File: src/rtl/fetch_unit.sv
// -----------------------------------------------------------------------------
// fetch_unit
//   Instruction fetch stage. Holds the PC and issues word reads to instruction
//   memory over a req/gnt + rvalid handshake, with at most one read in flight.
//   Returned words are buffered in an in-order prefetch FIFO. The FIFO head is
//   presented to decode with its PC and opcode field. A redirect flushes the
//   FIFO, squashes any in-flight read and reloads the PC.
//
// Ports
//   clk, rst           clock (rising edge), asynchronous active-high reset
//   imem_req/addr      read request and word address (addr = current PC)
//   imem_gnt           memory accepted the request this cycle
//   imem_rvalid/rdata  read data return
//   redirect_valid/pc  taken branch/jump and its target (low 2 bits ignored)
//   instr_valid/ready  head-of-FIFO handshake toward decode
//   instr, instr_pc    head instruction and its PC
//   op, op_illegal     head opcode field and its illegal flag
//
// FSM states
//   state     | meaning
//   ----------+-------------------------------------------------------------
//   S_IDLE    | no read in flight; waiting for a free FIFO slot
//   S_REQ     | imem_req asserted at pc, waiting for gnt
//   S_WAIT    | read granted, waiting for rvalid; data will be pushed
//   S_DISCARD | read granted but squashed by a redirect; data will be dropped
// -----------------------------------------------------------------------------
module fetch_unit #(
    parameter int                ADDR_W     = 32,
    parameter int                DATA_W     = 32,
    parameter int                FIFO_DEPTH = 4,
    parameter logic [ADDR_W-1:0] RESET_PC   = '0
) (
    input  logic              clk,
    input  logic              rst,
    output logic              imem_req,
    output logic [ADDR_W-1:0] imem_addr,
    input  logic              imem_gnt,
    input  logic              imem_rvalid,
    input  logic [DATA_W-1:0] imem_rdata,
    input  logic              redirect_valid,
    input  logic [ADDR_W-1:0] redirect_pc,
    output logic              instr_valid,
    input  logic              instr_ready,
    output logic [DATA_W-1:0] instr,
    output logic [ADDR_W-1:0] instr_pc,
    output logic [5:0]        op,
    output logic              op_illegal
);

    localparam int               PTR_W   = $clog2(FIFO_DEPTH);
    localparam int               CNT_W   = PTR_W + 1;
    localparam logic [CNT_W-1:0] DEPTH_C = CNT_W'(FIFO_DEPTH);

    typedef enum logic [1:0] {
        S_IDLE,
        S_REQ,
        S_WAIT,
        S_DISCARD
    } state_t;

    state_t            state_q, state_d;
    logic [ADDR_W-1:0] pc_q, pc_d;
    logic [ADDR_W-1:0] req_pc_q, req_pc_d;
    logic [CNT_W-1:0]  count_q, count_d, count_after;
    logic [PTR_W-1:0]  wr_ptr_q, wr_ptr_d;
    logic [PTR_W-1:0]  rd_ptr_q, rd_ptr_d;
    logic [DATA_W-1:0] last_instr_q;
    logic [ADDR_W-1:0] last_pc_q;

    logic [DATA_W-1:0] fifo_instr [FIFO_DEPTH];
    logic [ADDR_W-1:0] fifo_pc    [FIFO_DEPTH];

    logic              push;
    logic              pop;
    logic [ADDR_W-1:0] redirect_tgt;

    function automatic logic op_is_legal(input logic [5:0] o);
        return o inside {[6'd0:6'd5], [6'd10:6'd14], 6'd20, 6'd21, 6'd30, 6'd31};
    endfunction

    assign redirect_tgt = redirect_pc & ~ADDR_W'(3);

    // A redirect kills both the head pop and any data returning this cycle.
    assign instr_valid = (count_q != '0);
    assign pop         = instr_valid && instr_ready && !redirect_valid;
    assign push        = (state_q == S_WAIT) && imem_rvalid && !redirect_valid;
    assign count_after = count_q + CNT_W'(push) - CNT_W'(pop);

    // When the FIFO is empty the outputs keep showing the last head.
    assign instr      = instr_valid ? fifo_instr[rd_ptr_q] : last_instr_q;
    assign instr_pc   = instr_valid ? fifo_pc[rd_ptr_q]    : last_pc_q;
    assign op         = instr[DATA_W-1 -: 6];
    assign op_illegal = instr_valid && !op_is_legal(op);
    assign imem_addr  = pc_q;

    always_comb begin
        state_d  = state_q;
        pc_d     = pc_q;
        req_pc_d = req_pc_q;
        imem_req = 1'b0;
        case (state_q)
            S_IDLE: begin
                // No read is in flight here, so a free slot now is a slot
                // for the next read's data.
                if (!redirect_valid && (count_q < DEPTH_C)) begin
                    state_d = S_REQ;
                end
            end
            S_REQ: begin
                imem_req = 1'b1;
                if (imem_gnt) begin
                    pc_d     = pc_q + ADDR_W'(4);
                    req_pc_d = pc_q;
                    state_d  = redirect_valid ? S_DISCARD : S_WAIT;
                end else if (redirect_valid) begin
                    state_d = S_IDLE;
                end
            end
            S_WAIT: begin
                if (imem_rvalid) begin
                    state_d = (!redirect_valid && (count_after < DEPTH_C)) ? S_REQ : S_IDLE;
                end else if (redirect_valid) begin
                    state_d = S_DISCARD;
                end
            end
            S_DISCARD: begin
                if (imem_rvalid) begin
                    state_d = S_IDLE;
                end
            end
            default: state_d = S_IDLE;
        endcase
        if (redirect_valid) begin
            pc_d = redirect_tgt;
        end
    end

    always_comb begin
        count_d  = count_after;
        wr_ptr_d = wr_ptr_q + PTR_W'(push);
        rd_ptr_d = rd_ptr_q + PTR_W'(pop);
        if (redirect_valid) begin
            count_d  = '0;
            wr_ptr_d = '0;
            rd_ptr_d = '0;
        end
    end

    always_ff @(posedge clk or posedge rst) begin
        if (rst) begin
            state_q      <= S_IDLE;
            pc_q         <= RESET_PC;
            req_pc_q     <= '0;
            count_q      <= '0;
            wr_ptr_q     <= '0;
            rd_ptr_q     <= '0;
            last_instr_q <= '0;
            last_pc_q    <= '0;
        end else begin
            state_q      <= state_d;
            pc_q         <= pc_d;
            req_pc_q     <= req_pc_d;
            count_q      <= count_d;
            wr_ptr_q     <= wr_ptr_d;
            rd_ptr_q     <= rd_ptr_d;
            last_instr_q <= instr;
            last_pc_q    <= instr_pc;
        end
    end

    // Storage needs no reset: it is only visible through the head while
    // count_q is non-zero, i.e. after it has been written.
    always_ff @(posedge clk) begin
        if (push) begin
            fifo_instr[wr_ptr_q] <= imem_rdata;
            fifo_pc[wr_ptr_q]    <= req_pc_q;
        end
    end

endmodule
File: config.mk
export PLATFORM = sky130hd
export DESIGN_NAME = fetch_unit
export DESIGN_NICKNAME = d
export VERILOG_FILES = /design/src/rtl/fetch_unit.sv
export SDC_FILE = /design/constraint.sdc
export NUM_CORES = 1
export LEC_CHECK = 0
export BUFFER_PORTS_ARGS = -buffer_cell sky130_fd_sc_hd__buf_2
export CORE_UTILIZATION = 50
export DETAILED_ROUTE_END_ITERATION = 7
export HOLD_SLACK_MARGIN = 0.03
export PLACE_DENSITY_LB_ADDON = 0.2
export SLEW_MARGIN = 40
export SYNTH_ARGS = -nofsm -noshare
export SYNTH_HDL_FRONTEND = slang
export SYNTH_SLANG_ARGS = --single-unit
File: constraint.sdc
create_clock -name clk -period 7 [get_ports clk]
set_input_delay 0.35 -clock clk [delete_from_list [all_inputs] [get_ports clk]]
set_output_delay 0.35 -clock clk [all_outputs]
set_load 0.05 [all_outputs]
### Word level (Yosys, flattened, before mapping)

Memories as Yosys holds them, arrays and structs flattened.
Cells that the tools add are included.

* add/sub/neg operators: 5
* magnitude comparators: 6
* equal/unequal tests: 11
* muxes and demuxes: 20
* reduce and logical (&&, ||, !) cells: 19

Operators with widths (number)
* 32-bit 2-to-1 mux: 5
* 32-bit by 3-bit adder with 32-bit output (second input constant): 1
* 6-bit by 5-bit == test with 1-bit output (second input constant): 4
* 2-bit 2-to-1 mux: 8
* 1-bit logical AND: 9
* 2-bit one-hot mux with 4 select lines: 1
* 6-bit by 1-bit greater-or-equal comparator with 1-bit output (second input constant): 1
* 6-bit by 4-bit greater-or-equal comparator with 1-bit output (second input constant): 1
* 6-bit by 3-bit less-or-equal comparator with 1-bit output (second input constant): 1
* 6-bit by 4-bit less-or-equal comparator with 1-bit output (second input constant): 1
* 3-bit < comparator (second input constant): 2
* 3-bit != test (second input constant): 2
* 6-bit nonzero test: 1
* 1-bit 2-to-1 mux: 5
* 2-bit by 1-bit adder with 2-bit output: 2
* 2-bit == test (second input constant): 2
* 2-bit != test (second input constant): 2
* 2-bit AND reduction: 2
* 4-bit AND reduction: 1
* 2-bit nonzero test: 2
* 3-bit by 1-bit adder with 3-bit output: 1
* 3-bit 2-to-1 mux: 1
* 3-bit nonzero test: 1
* 3-bit by 1-bit subtractor with 3-bit output: 1
* 3 further kinds: 4

* flip-flop bits (word level): 137
* RAM bits: 256
* input port bits: 70
* output and inout bits: 105
* word-level logic and storage cells: 71
* memories: 2

Memories
* fifo_instr: words 4, bits a word 32, rd ports 1, clocked after Yosys merged registers in 0, wr ports 1, line 70 `logic [DATA_W-1:0] fifo_instr [FIFO_DEPTH];`
* fifo_pc: words 4, bits a word 32, rd ports 1, clocked after Yosys merged registers in 0, wr ports 1, line 71 `logic [ADDR_W-1:0] fifo_pc [FIFO_DEPTH];`

### Depth between registers and ports, before layout

Gate-level depths: netlist of the first run.

* word-level depth: 10
* gate-level depth with buffers: 13
* gate-level depth less buffers: 12

### Worst setup path before layout of the first run

Ideal clock, no wire load.

* path type: input to register
* start: in redirect_valid
* end: mem fifo_instr[1][0] (enable)
* library setup time: 0.571 ns
* arrival: 5.381 ns
* data required time: 6.429 ns
* setup slack: 1.048 ns
* cell stages on the path: 3
* path buffers: 1
* cells stage by stage: clkbuf_1 -> nand4bb_1 -> nor3b_1

* longest elaborated chain between the ends: 4

RTL lines
* start, declared: line 40 `input logic redirect_valid,`
* 1-bit zero test: line 86 `assign push = (state_q == S_WAIT) && imem_rvalid && !redirect_valid;`
* 1-bit logical AND: line 86
* 1-bit 2-to-1 mux: line 174 `if (push) begin`
* 1-bit 2-to-1 mux (implied by the code): line 175 `fifo_instr[wr_ptr_q] <= imem_rdata;`
* end, declared: line 70

No other way between the ends.

### Worst setup path in the final report of the first run

* start: reg count_q[1]
* end: out op_illegal

* longest elaborated chain between the ends: 7
* elaborated cells between the ends (all ways): 15
* those cells by class: order compare (4); eq/ne (4); mux (1); reduce/logical (6)

RTL lines
* start, declared: line 64 `logic [CNT_W-1:0] count_q, count_d, count_after;`
* start signal, assigned: line 163 `count_q <= count_d;`
* 3-bit nonzero test *: line 84 `assign instr_valid = (count_q != '0);`
* 32-bit 2-to-1 mux: line 90 `assign instr = instr_valid ? fifo_instr[rd_ptr_q] : last_instr_q;`
* 6-bit by 1-bit greater-or-equal comparator with 1-bit output (tied with other cells): line 78 `return o inside {[6'd0:6'd5], [6'd10:6'd14], 6'd20, 6'd21, 6'd30, 6'd31};`
* 1-bit logical AND: line 78
* 6-bit nonzero test: line 78
* 1-bit zero test: line 93 `assign op_illegal = instr_valid && !op_is_legal(op);`
* 1-bit logical AND *: line 93
* end, declared: line 47 `output logic op_illegal`

Mark *: on every way between the ends. The rest lies on a longest branch, timed or not.

==> results of run 1 <==
cell usage in the layout (no fill, tap or decap), drive strengths merged, types with 2 or more instances in the layout:
| cell | Yosys | layout |
|---|---|---|
| a21oi | 2 | 2 |
| a31oi | 2 | 2 |
| and2 | 3 | 3 |
| and3 | 6 | 6 |
| and4 | 3 | 3 |
| buf | 31 | 183 |
| bufinv | 0 | 4 |
| clkbuf | 15 | 59 |
| clkinv | 0 | 11 |
| conb | 1 | 2 |
| dfrtp | 133 | 133 |
| dlygate4sd3 | 0 | 32 |
| edfxtp | 248 | 248 |
| ha | 5 | 5 |
| inv | 11 | 10 |
| mux2 | 62 | 62 |
| mux2i | 3 | 3 |
| mux4 | 62 | 62 |
| nand2 | 122 | 122 |
| nand2b | 2 | 2 |
| nand3 | 10 | 10 |
| nand4 | 7 | 7 |
| nor2 | 8 | 8 |
| nor2b | 7 | 7 |
| nor3 | 14 | 14 |
| nor3b | 3 | 3 |
| nor4 | 4 | 4 |
| o21ai | 36 | 36 |
| xnor2 | 24 | 24 |
| xor2 | 9 | 9 |
state kept, by name (all words and copies together) (netlist names), 3 cells and up:
register	cells
fifo_instr	128
fifo_pc	120
last_instr_q	32
last_pc_q	32
imem_addr	30
req_pc_q	30
count_q	3
cell families (layout without fill, tap and decap cells):
family	count (synthesis)	in the layout	share of synthesized area (%)
and+or+nand+nor	192	192	6.16
other	1	2	0.0255
xor gates and xnor gates	33	33	1.97
AOI/OAI and AO/OA	42	42	1.48
adders and majority gates	6	6	0.562
buffers and inverters	57	299	1.88
muxes	127	127	14.5
DFF	381	381	73.4
metrics by stage:
stage / cells / setup WS, ns / hold WS, ns / power [W] / utilization [%]
4_1_cts: 1466 / 2.79 / 0.0305 / 0.00795 / 61.3
2_1_floorplan: 840 / 1.05 / 0.449 / 0.00521 / -
3_5_place_dp: 1361 / 3.37 / 0.465 / 0.00579 / 55.5
3_3_place_gp: 1357 / 3.36 / 0.463 / 0.00575 / 55.2
6_report: 1466 / 2.87 / 0.0532 / 0.00785 / 61.3
5_1_grt: 1466 / 2.61 / 0.0316 / 0.00821 / 61.3
routing by layer:
layer  wire length (um)  vias to the layer above
li1                   -                     3568
met1              12500                     3922
met2              13500                      206
met3               1480                       41
met4                415                        0
met5                  0                        -
critical path, cell delays in order, from the launching register on:
cell,delay (ns)
dfrtp_1,0.43
nor3_2,0.51
clkinv_2,0.70
buf_4,0.53
mux2_4,0.39
nand2b_4,0.14
a21o_1,0.16
a31oi_1,0.12
buf_2,0.28
worst paths after layout:
path	endpoint	from	cells past startpoint	slack (ns)
hold reg to reg	last_pc_q[1]	last_pc_q[1]	1	0.48
setup reg to reg	state_q[0]	count_q[1]	12	4.21
max in group asynchronous	req_pc_q[6]	rst	4	5.39
hold / removal	fifo_instr[1][13]	imem_rdata[13]	1	0.05
setup / recovery	op_illegal	count_q[1]	8	2.87
min in group asynchronous	last_instr_q[23]	rst	3	0.50
final cells by class:
class                   count  share of cell area [%]
flip-flops and latches    381                    61.1
inverters                  11                   0.270
clock buffers              59                    6.55
clock inverters            14                    1.03
repair buffers            215                    7.56
well taps                 384                    2.72
multi-input cells         402                    20.7
power by group:
group          total (W)  switching (W)  internal [W]  leakage (nW)
logic            0.00269        0.00192      0.000768          2.15
registers        0.00304       0.000222       0.00282          3.86
clock network    0.00211       0.000822       0.00129         0.653
==> results.tsv, run 1 <==
metric	value	unit
outcome	finished clean	
grt_util_all_layers	19.4	%
cts_buffer_depth	3	
cts.clk_slew.worst_paths	0.06	ns
grt_max_degree	74	
netlist_instances	839	
cts-buffers-inserted	40	
row_count	62	
setup_viol	0	
first_iter_violations	426	
hpwl	16100	um
dr.pass1.iters	4	
route.detailed.drc	0	
worstSkewPairLatency	0.52	ns
setup_tns	0	ns
relSlewSlack	52.9	%
core_area	28800	um2
regArea	10800	um2
drive_above_1_share	34.8	%
fin_area	17600	um2
cts_tree	done	
synthTopCellsByCount	edfxtp_1 (248), dfrtp_1 (133), nand2_1 (122)	
grt_pass1_vias	8052	
finalHoldViolCount	0	
yosysTopAreaCellShare	50.7	%
die_width	173	um
ys_seq_area_share	73.4	%
cp-end-kind	output port	
place_area	16000	um2
syn_avg_cell_area	17.5	um2
die_area	30100	um2
num_antenna_cells	0	
yosysUniqueCellTypes	44	
cts_sinks	381	
drv_slew	0	
n_fill_cell	2118	
tightest_slew	0.706	ns
htreeDepth	2	
startpoint_type	flip-flop	
syn_to_final_growth	20.1	%
post-route-min-period	4.13	ns
gp_congestion	0.829	
ant_nets	0	
worstSetupPathType	flip-flop to output port	
grt.busiest_layer	met2	
required	6.65	ns
ys_warn_count	0	
arrival	3.78	ns
final_net_count	1127	
grt-ovfl-total	0	
avgViaCountPerCell	5.28	
groute.layer.met2.usage	31.1	%
fin_skew	0.0167	ns
async_flop_share	34.9	%
io-pin-count	175	
port-buffer-count	170	
cts_setup_buffers	0	
finalCritPeriodShare	59.0	%
antenna_found_initial	0	
multi_input_area	3660	um2
num_vias	7737	
routed_wl	27900	um
ctsHoldBuffers	32	
route.detailed.wl_per_inst	19.0	um
grtUsageMet1	27.2	%
synth.most_common_cell	edfxtp_1	
dieHeight	173	um
max_freq	242	MHz
grt_pass1_wl	45300	um
rsz0062_at_grt	no	
synth-edff-count	248	
cts-root-buf	clkbuf_16	
cts_resized	0	
cap_violations	0	
yosys.area.top_type	edfxtp_1	
ys_ff_latch	381	
p_per_area	445	nW/um2
path_max_fanout	32	
synth_ff_type	edfxtp_1	
netlist_area	14700	um2
netlist_top_cells_area	edfxtp_1 (51%), dfrtp_1 (23%), mux4_2 (9.4%)	
start_util	51.0	%
vdd_drop_max	0.297	mV
power.leakage	6.66	nW
grt_use_met3	3.82	%
min_path_type	input pin to flip-flop	
No activity file was read; power rests on OpenSTA's default activity.
==> run 2, diff against run 1 <==
--- a/config.mk
+++ b/config.mk
@@ -5,6 +5,7 @@
 export SDC_FILE = /design/constraint.sdc
 export NUM_CORES = 1
 export LEC_CHECK = 0
+export ABC_AREA = 1
 export BUFFER_PORTS_ARGS = -buffer_cell sky130_fd_sc_hd__buf_2
 export CORE_UTILIZATION = 50
 export DETAILED_ROUTE_END_ITERATION = 7
==> constraint.sdc (replaced) <==
create_clock -name clk -period 3.43 [get_ports clk]
set_input_delay 0.1715 -clock clk [delete_from_list [all_inputs] [get_ports clk]]
set_output_delay 0.1715 -clock clk [all_outputs]
set_load 0.05 [all_outputs]
==> results.tsv, run 2 <==
metric	value	unit	change
outcome	finished clean		unchanged
arrival	2.91	ns	was 3.78 ns
worstSkewPairLatency	0.53	ns	was 0.52 ns
utilization	60.9	%	was 61.3%
rsz0062_at_grt	no		unchanged
grt-ovfl-total	0		unchanged
final_net_count	1697		was 1127
num_vias	10697		was 7737
cts_sinks	381		unchanged
vdd_drop_max	0.606	mV	was 0.297 mV
crit_family	buffers and inverters		unchanged
wl_met2	16400	um	was 13500 um
endpoint	instr_pc[12]		was op_illegal
top_regs	fifo_instr: 128 flops, fifo_pc: 120 flops		unchanged
grt_pass1_vias	10339		was 8052
slowest_delay	0.77	ns	was 0.70 ns
startpoint_type	flip-flop		unchanged
gp_congestion	0.893		was 0.829
synthTopCellsByCount	nor2_1 (319), edfxtp_1 (248), nand2_1 (190)		was edfxtp_1 (248), dfrtp_1 (133), nand2_1 (122)
yosysUniqueCellTypes	39		was 44
first_iter_violations	748		was 426
row_count	64		was 62
cp-end-kind	output port		unchanged
dr.pass1.iters	5		was 4
ys_warn_count	0		unchanged
crit_cells	6		was 8
syn_avg_cell_area	11.0	um2	was 17.5 um2
cts-root-buf	clkbuf_16		unchanged
wl_met3	2020	um	was 1480 um
reg2reg_slack	0.68	ns	was 4.21 ns
route.detailed.wl_per_inst	17.0	um	was 19.0 um
finalHoldViolCount	0		unchanged
setup_tns	0	ns	unchanged
path_common_cell	nor2_1		
min_path_type	input pin to flip-flop		unchanged
path_max_fanout	48		was 32
ys_ff_latch	381		unchanged
relSlewSlack	51.6	%	was 52.9%
fin_skew	0.0152	ns	was 0.0167 ns
syn_to_final_growth	19.9	%	was 20.1%
cts_setup_buffers	0		unchanged
ant_nets	0		unchanged
highest_layer	met4		unchanged
ff2ff_path_depth	15		was 12
route.detailed.drc	0		unchanged
ys_seq_area_share	69.5	%	was 73.4%
htreeDepth	2		unchanged
fin_area	18600	um2	was 17600 um2
ctsHoldBuffers	63		was 32
power.leakage	7.38	nW	was 6.66 nW
synth.most_common_cell	nor2_1		was edfxtp_1
port-buffer-count	170		unchanged
crit_path_cell_trace	buf_4 -> nor2_1 -> nor2_1 -> o21ai_0 -> a31oi_1 -> buf_2		was nor3_2 -> clkinv_2 -> buf_4 -> mux2_4 -> nand2b_4 -> a21o_1 -> a31oi_1 -> buf_2
required	3.26	ns	was 6.65 ns
cts_buffer_depth	3		unchanged
crit_slowest_cell	dfrtp_4		was clkinv_2
worstSetupPathType	flip-flop to output port		unchanged
reg2reg_to	state_q[0]		unchanged
async_flop_share	34.9	%	unchanged
grt_util_all_layers	22.3	%	was 19.4%
yosysTopAreaCellShare	48.1	%	was 50.7%
io-pin-count	175		unchanged
regMostFlops	fifo_instr		unchanged
routed_wl	34800	um	was 27900 um
synth_ff_type	edfxtp_1		unchanged
grt_pass1_wl	54400	um	was 45300 um
cts.clk_slew.worst_paths	0.06	ns	about the same
final_cell_mix	nor2_1 (319), edfxtp_1 (248), nand2_1 (189)		was edfxtp_1 (248), buf_2 (170), dfrtp_1 (131)
drt-met1-wl	15600	um	was 12500 um
p_per_area	915	nW/um2	was 445 nW/um2
netlist_top_cells_area	edfxtp_1 (48%), dfrtp_1 (21%), nor2_1 (7.7%)		was edfxtp_1 (51%), dfrtp_1 (23%), mux4_2 (9.4%)
avgViaCountPerCell	5.23		was 5.28
netlist_area	15500	um2	was 14700 um2
cts_resized	0		unchanged
start_util	50.8	%	was 51.0%
reg2reg_from	state_q[0]		was count_q[1]
startpoint	rd_ptr_q[0]		was count_q[1]
place_area	16700	um2	was 16000 um2
total_power	0.0170	W	was 0.00785 W
worst-path-buf-inv	2		was 3
antenna_found_initial	0		unchanged
yosys.area.top_type	edfxtp_1		unchanged
cts-buffers-inserted	40		unchanged
dieHeight	178	um	was 173 um
cap_violations	0		unchanged
max_freq	324	MHz	
core_area	30500	um2	was 28800 um2
synth-edff-count	248		unchanged
hpwl	19700	um	was 16100 um
setup_viol	0		unchanged
drv_slew	0		unchanged
die_area	31700	um2	was 30100 um2
drive_above_1_share	17.1	%	was 34.8%
post-route-min-period	3.09	ns	
die_width	178	um	was 173 um
largest_reg_flops	128		unchanged
tightest_slew	0.727	ns	was 0.706 ns
finalCritPeriodShare	90.0	%	
netlist_instances	1404		was 839
cts_tree	done		unchanged
final_common_cell	nor2_1		was edfxtp_1
grt_max_degree	86		was 74
hold_ws	0.0735	ns	was 0.0532 ns
num_antenna_cells	0		unchanged
## run 2: cell types whose count changed in the layout (fill, tap and decap cells not counted), sizes merged, moves of 62 or more
| cell | change |
|---|---|
| nor2 | +316 |
| o21ai | +123 |
| nand2 | +79 |
| inv | +75 |
| mux2 | -62 |
| mux4 | -62 |
## run 2: through the flow
stage          std cells  setup slack [ns]
3_3_place_gp        1912             0.692
5_1_grt             2047             0.150
2_1_floorplan       1405            -0.305
6_report            2047             0.344
3_5_place_dp        1912             0.666
4_1_cts             2047             0.323
## run 2: worst register-to-register path, delay by kind of cell (launching register included)
kind,cells,cell delay (ns)
flops,1,0.40
xor+xnor,2,0.31
fa+ha+maj,3,0.82
buf+inv,4,0.45
compound gates,2,0.22
simple gates,4,0.45
## run 2: per-layer routing
layer | vias to the layer above | track usage [%]
met4 | 0 | 6.55
met3 | 61 | 3.39
li1 | 5199 | -
met5 | - | 0
met1 | 5120 | 30.5
met2 | 317 | 36.9
## run 2: cell type report
class | count | area [um2]
multi-input cells | 862 | 4050
well taps | 396 | 495
clock inverters | 19 | 155
fillers | 2440 | 11900
clock buffers | 53 | 1080
flip-flops and latches | 381 | 10800
inverters | 86 | 329
repair buffers | 250 | 1690
## run 2: power breakdown
group / leakage (nW) / internal (W) / switching, W
logic: 2.95 / 0.00142 / 0.00526
registers: 3.82 / 0.00577 / 0.000478
clock network: 0.607 / 0.00237 / 0.00170
total: 7.38 / 0.00956 / 0.00744
## run 2: cell families (layout without fill, tap and decap cells)
logic type      Yosys count  in the layout  share of synthesized area [%]
xor+xnor                 18             18                           1.02
flops                   381            381                           69.5
buf+inv                 162            408                           4.72
compound gates          237            237                           8.45
simple gates            599            599                           15.7
fa+ha+maj                 6              6                          0.533
other cells               1              2                         0.0242
## run 2: worst min-delay path by stage
stage / from / to / slack, ns / cells after the start
after floorplan: imem_rdata[0] / fifo_instr[0][0] / 0.27 / 0
after global placement: rst / state_q[1] / 0.30 / 2
after detailed placement: rst / state_q[0] / 0.31 / 2
after CTS: imem_rvalid / state_q[0] / 0.07 / 4
after global routing: imem_rvalid / state_q[0] / 0.11 / 4
final: imem_rvalid / state_q[0] / 0.07 / 4
==> run 3, diff against run 2 <==
--- a/config.mk
+++ b/config.mk
@@ -7,7 +7,7 @@
 export LEC_CHECK = 0
 export ABC_AREA = 1
 export BUFFER_PORTS_ARGS = -buffer_cell sky130_fd_sc_hd__buf_2
-export CORE_UTILIZATION = 50
+export CORE_UTILIZATION = 40
 export DETAILED_ROUTE_END_ITERATION = 7
 export HOLD_SLACK_MARGIN = 0.03
 export PLACE_DENSITY_LB_ADDON = 0.2
==> results.tsv, run 3 (same netlist as run 2, synthesis figures left out) <==
metric	value	unit	change
outcome	finished clean		unchanged
ant_nets	0		unchanged
cts-buffers-inserted	42		was 40
grt_max_degree	134		was 86
cts_buffer_depth	3		unchanged
drive_above_1_share	17.9	%	was 17.1%
utilization	49.9	%	was 60.9%
routed_wl	36400	um	was 34800 um
setup_viol	0		unchanged
cts_resized	0		unchanged
dr.pass1.iters	5		unchanged
start_util	40.9	%	was 50.8%
crit_path_cell_trace	nor2_1 -> nand2_4 -> buf_4 -> nand2_1 -> nand2_2 -> nand2_1 -> nand2_1 -> nand2_1 -> nand3_1 -> nand2_1 -> inv_1 -> buf_2		was buf_4 -> nor2_1 -> nor2_1 -> o21ai_0 -> a31oi_1 -> buf_2
port-buffer-count	170		unchanged
route.detailed.drc	0		unchanged
relSlewSlack	47.3	%	was 51.6%
p_per_area	913	nW/um2	was 915 nW/um2
row_count	71		was 64
route.detailed.wl_per_inst	16.7	um	was 17.0 um
first_iter_violations	498		was 748
internal-power	0.00972	W	was 0.00956 W
hpwl	21400	um	was 19700 um
required	3.26	ns	about the same
placed_cells	2031		was 1912
cts_tree	done		unchanged
power.leakage	7.48	nW	was 7.38 nW
core_area	37900	um2	was 30500 um2
grt_util_all_layers	19.0	%	was 22.3%
grt_pass1_wl	57400	um	was 54400 um
total_power	0.0173	W	was 0.0170 W
n_fill_cell	3504		was 2440
reg2reg_slack	0.65	ns	was 0.68 ns
comb_power_share	39.0	%	was 39.3%
worst-path-buf-inv	3		was 2
path_common_cell	nand2_1		was nor2_1
tightest_slew	0.788	ns	was 0.727 ns
io-pin-count	175		unchanged
fin_skew	0.0157	ns	was 0.0152 ns
grt_pass1_vias	10322		was 10339
grt-ovfl-total	0		unchanged
cts-root-buf	clkbuf_16		unchanged
finalHoldViolCount	0		unchanged
startpoint_type	flip-flop		unchanged
rsz0062_at_grt	no		unchanged
p_clk_share	24.9	%	was 23.9%
die_width	199	um	was 178 um
drv_slew	0		unchanged
avgViaCountPerCell	4.84		was 5.23
crit_slowest_cell	buf_4		was dfrtp_4
p_seq_share	36.1	%	was 36.7%
final_common_cell	nor2_1		unchanged
worstSkewPairLatency	0.53	ns	about the same
multi_input_area	4050	um2	unchanged
dieHeight	199	um	was 178 um
post-route-min-period	2.90	ns	was 3.09 ns
arrival	2.73	ns	was 2.91 ns
switching_share	43.7	%	was 43.8%
cap_violations	0		unchanged
htreeDepth	2		unchanged
num_antenna_cells	0		unchanged
worstSetupPathType	flip-flop to output port		unchanged
path_max_fanout	65		was 48
fin_cells	2173		was 2047
place_area	16900	um2	was 16700 um2
slowest_delay	0.62	ns	was 0.77 ns
regArea	10800	um2	unchanged
min_path_type	input pin to flip-flop		unchanged
max_freq	345	MHz	was 324 MHz
largest_reg_flops	128		unchanged
top_regs	fifo_instr: 128 flops, fifo_pc: 120 flops		unchanged
cp-end-kind	output port		unchanged
final_net_count	1705		was 1697
syn_to_final_growth	22.0	%	was 19.9%
cts_sinks	381		unchanged
finalCritPeriodShare	84.5	%	was 90.0%
cts.clk_slew.worst_paths	0.06	ns	about the same
crit_family	buffers and inverters		unchanged
num_vias	10527		was 10697
die_area	39500	um2	was 31700 um2
final_cell_mix	nor2_1 (319), edfxtp_1 (248), nand2_1 (189)		unchanged
fin_area	18900	um2	was 18600 um2
gp_congestion	0.903		was 0.893
vdd_drop_max	0.678	mV	was 0.606 mV
p_switching	0.00754	W	was 0.00744 W
antenna_found_initial	0		unchanged
regMostFlops	fifo_instr		unchanged
## run 3: cell count changes in the layout (fill, tap and decap cells not counted)
cell / before / now
inv_6: 1 / 2
buf_12: 6 / 9
buf_6: 2 / 0
buf_16: 0 / 1
buf_4: 9 / 12
inv_4: 1 / 2
clkinv_1: 7 / 2
clkbuf_16: 40 / 43
inv_8: 0 / 1
clkinv_8: 1 / 0
dlygate4sd3_1: 63 / 64
clkinv_2: 8 / 13
## run 3: worst min-delay path, delay by kind of cell
kind,cells,cell delay (ns)
buf+inv,2,0.20
simple gates,3,0.19
## run 3: stage by stage
step	hold slack, ns	setup TNS, ns	worst slack, ns
4_1_cts	0.0638	0	0.459
6_report	0.0896	0	0.531
3_5_place_dp	0.387	0	0.662
2_1_floorplan	0.270	-75.62	-0.305
3_3_place_gp	0.375	0	0.684
5_1_grt	0.103	0	0.286
## run 3: routing by layer
metal / vias up / routed length, um / GRT usage, % / part of all wire, %
met1: 4988 / 16600 / 25.8 / 46
met5: - / 0 / 0 / 0
li1: 5231 / - / - / -
met2: 256 / 16900 / 30.9 / 46
met4: 0 / 791 / 5.47 / 2.2
met3: 52 / 2050 / 3.59 / 5.6
## run 3: worst paths after layout
kind,start,end,cells after the start
hold reg to reg,last_pc_q[0],last_pc_q[0],2
min in group asynchronous,rst,wr_ptr_q[0],4
setup / recovery,count_q[1],op_illegal,12
hold / removal,imem_gnt,req_pc_q[5],5
max in group asynchronous,rst,last_pc_q[1],5
setup reg to reg,state_q[0],state_q[0],15
## run 3: power by group through the flow
| stage | Clock, W | Sequential (W) | Combinational [W] |
|---|---|---|---|
| after floorplan | 0 | 0.00641 | 0.00505 |
| after global placement | 0 | 0.00629 | 0.00672 |
| after detailed placement | 0 | 0.00632 | 0.00676 |
| after CTS | 0.00442 | 0.00623 | 0.00683 |
| after global routing | 0.00460 | 0.00632 | 0.00727 |
| final | 0.00430 | 0.00623 | 0.00673 |
## run 3: area by class of cell
type	instances	share of cell area [%]
flip-flops and latches	381	57.0
well taps	511	3.38
clock buffers	56	6.11
repair buffers	256	9.46
inverters	86	1.74
clock inverters	21	0.906
multi-input cells	862	21.4
## run 3: what timing repair did
item | 4_1_cts | 5_1_grt
setup buffers | 0 | 0
hold buffers | 64 | 0
endpoints found under the hold margin | 293 | 0
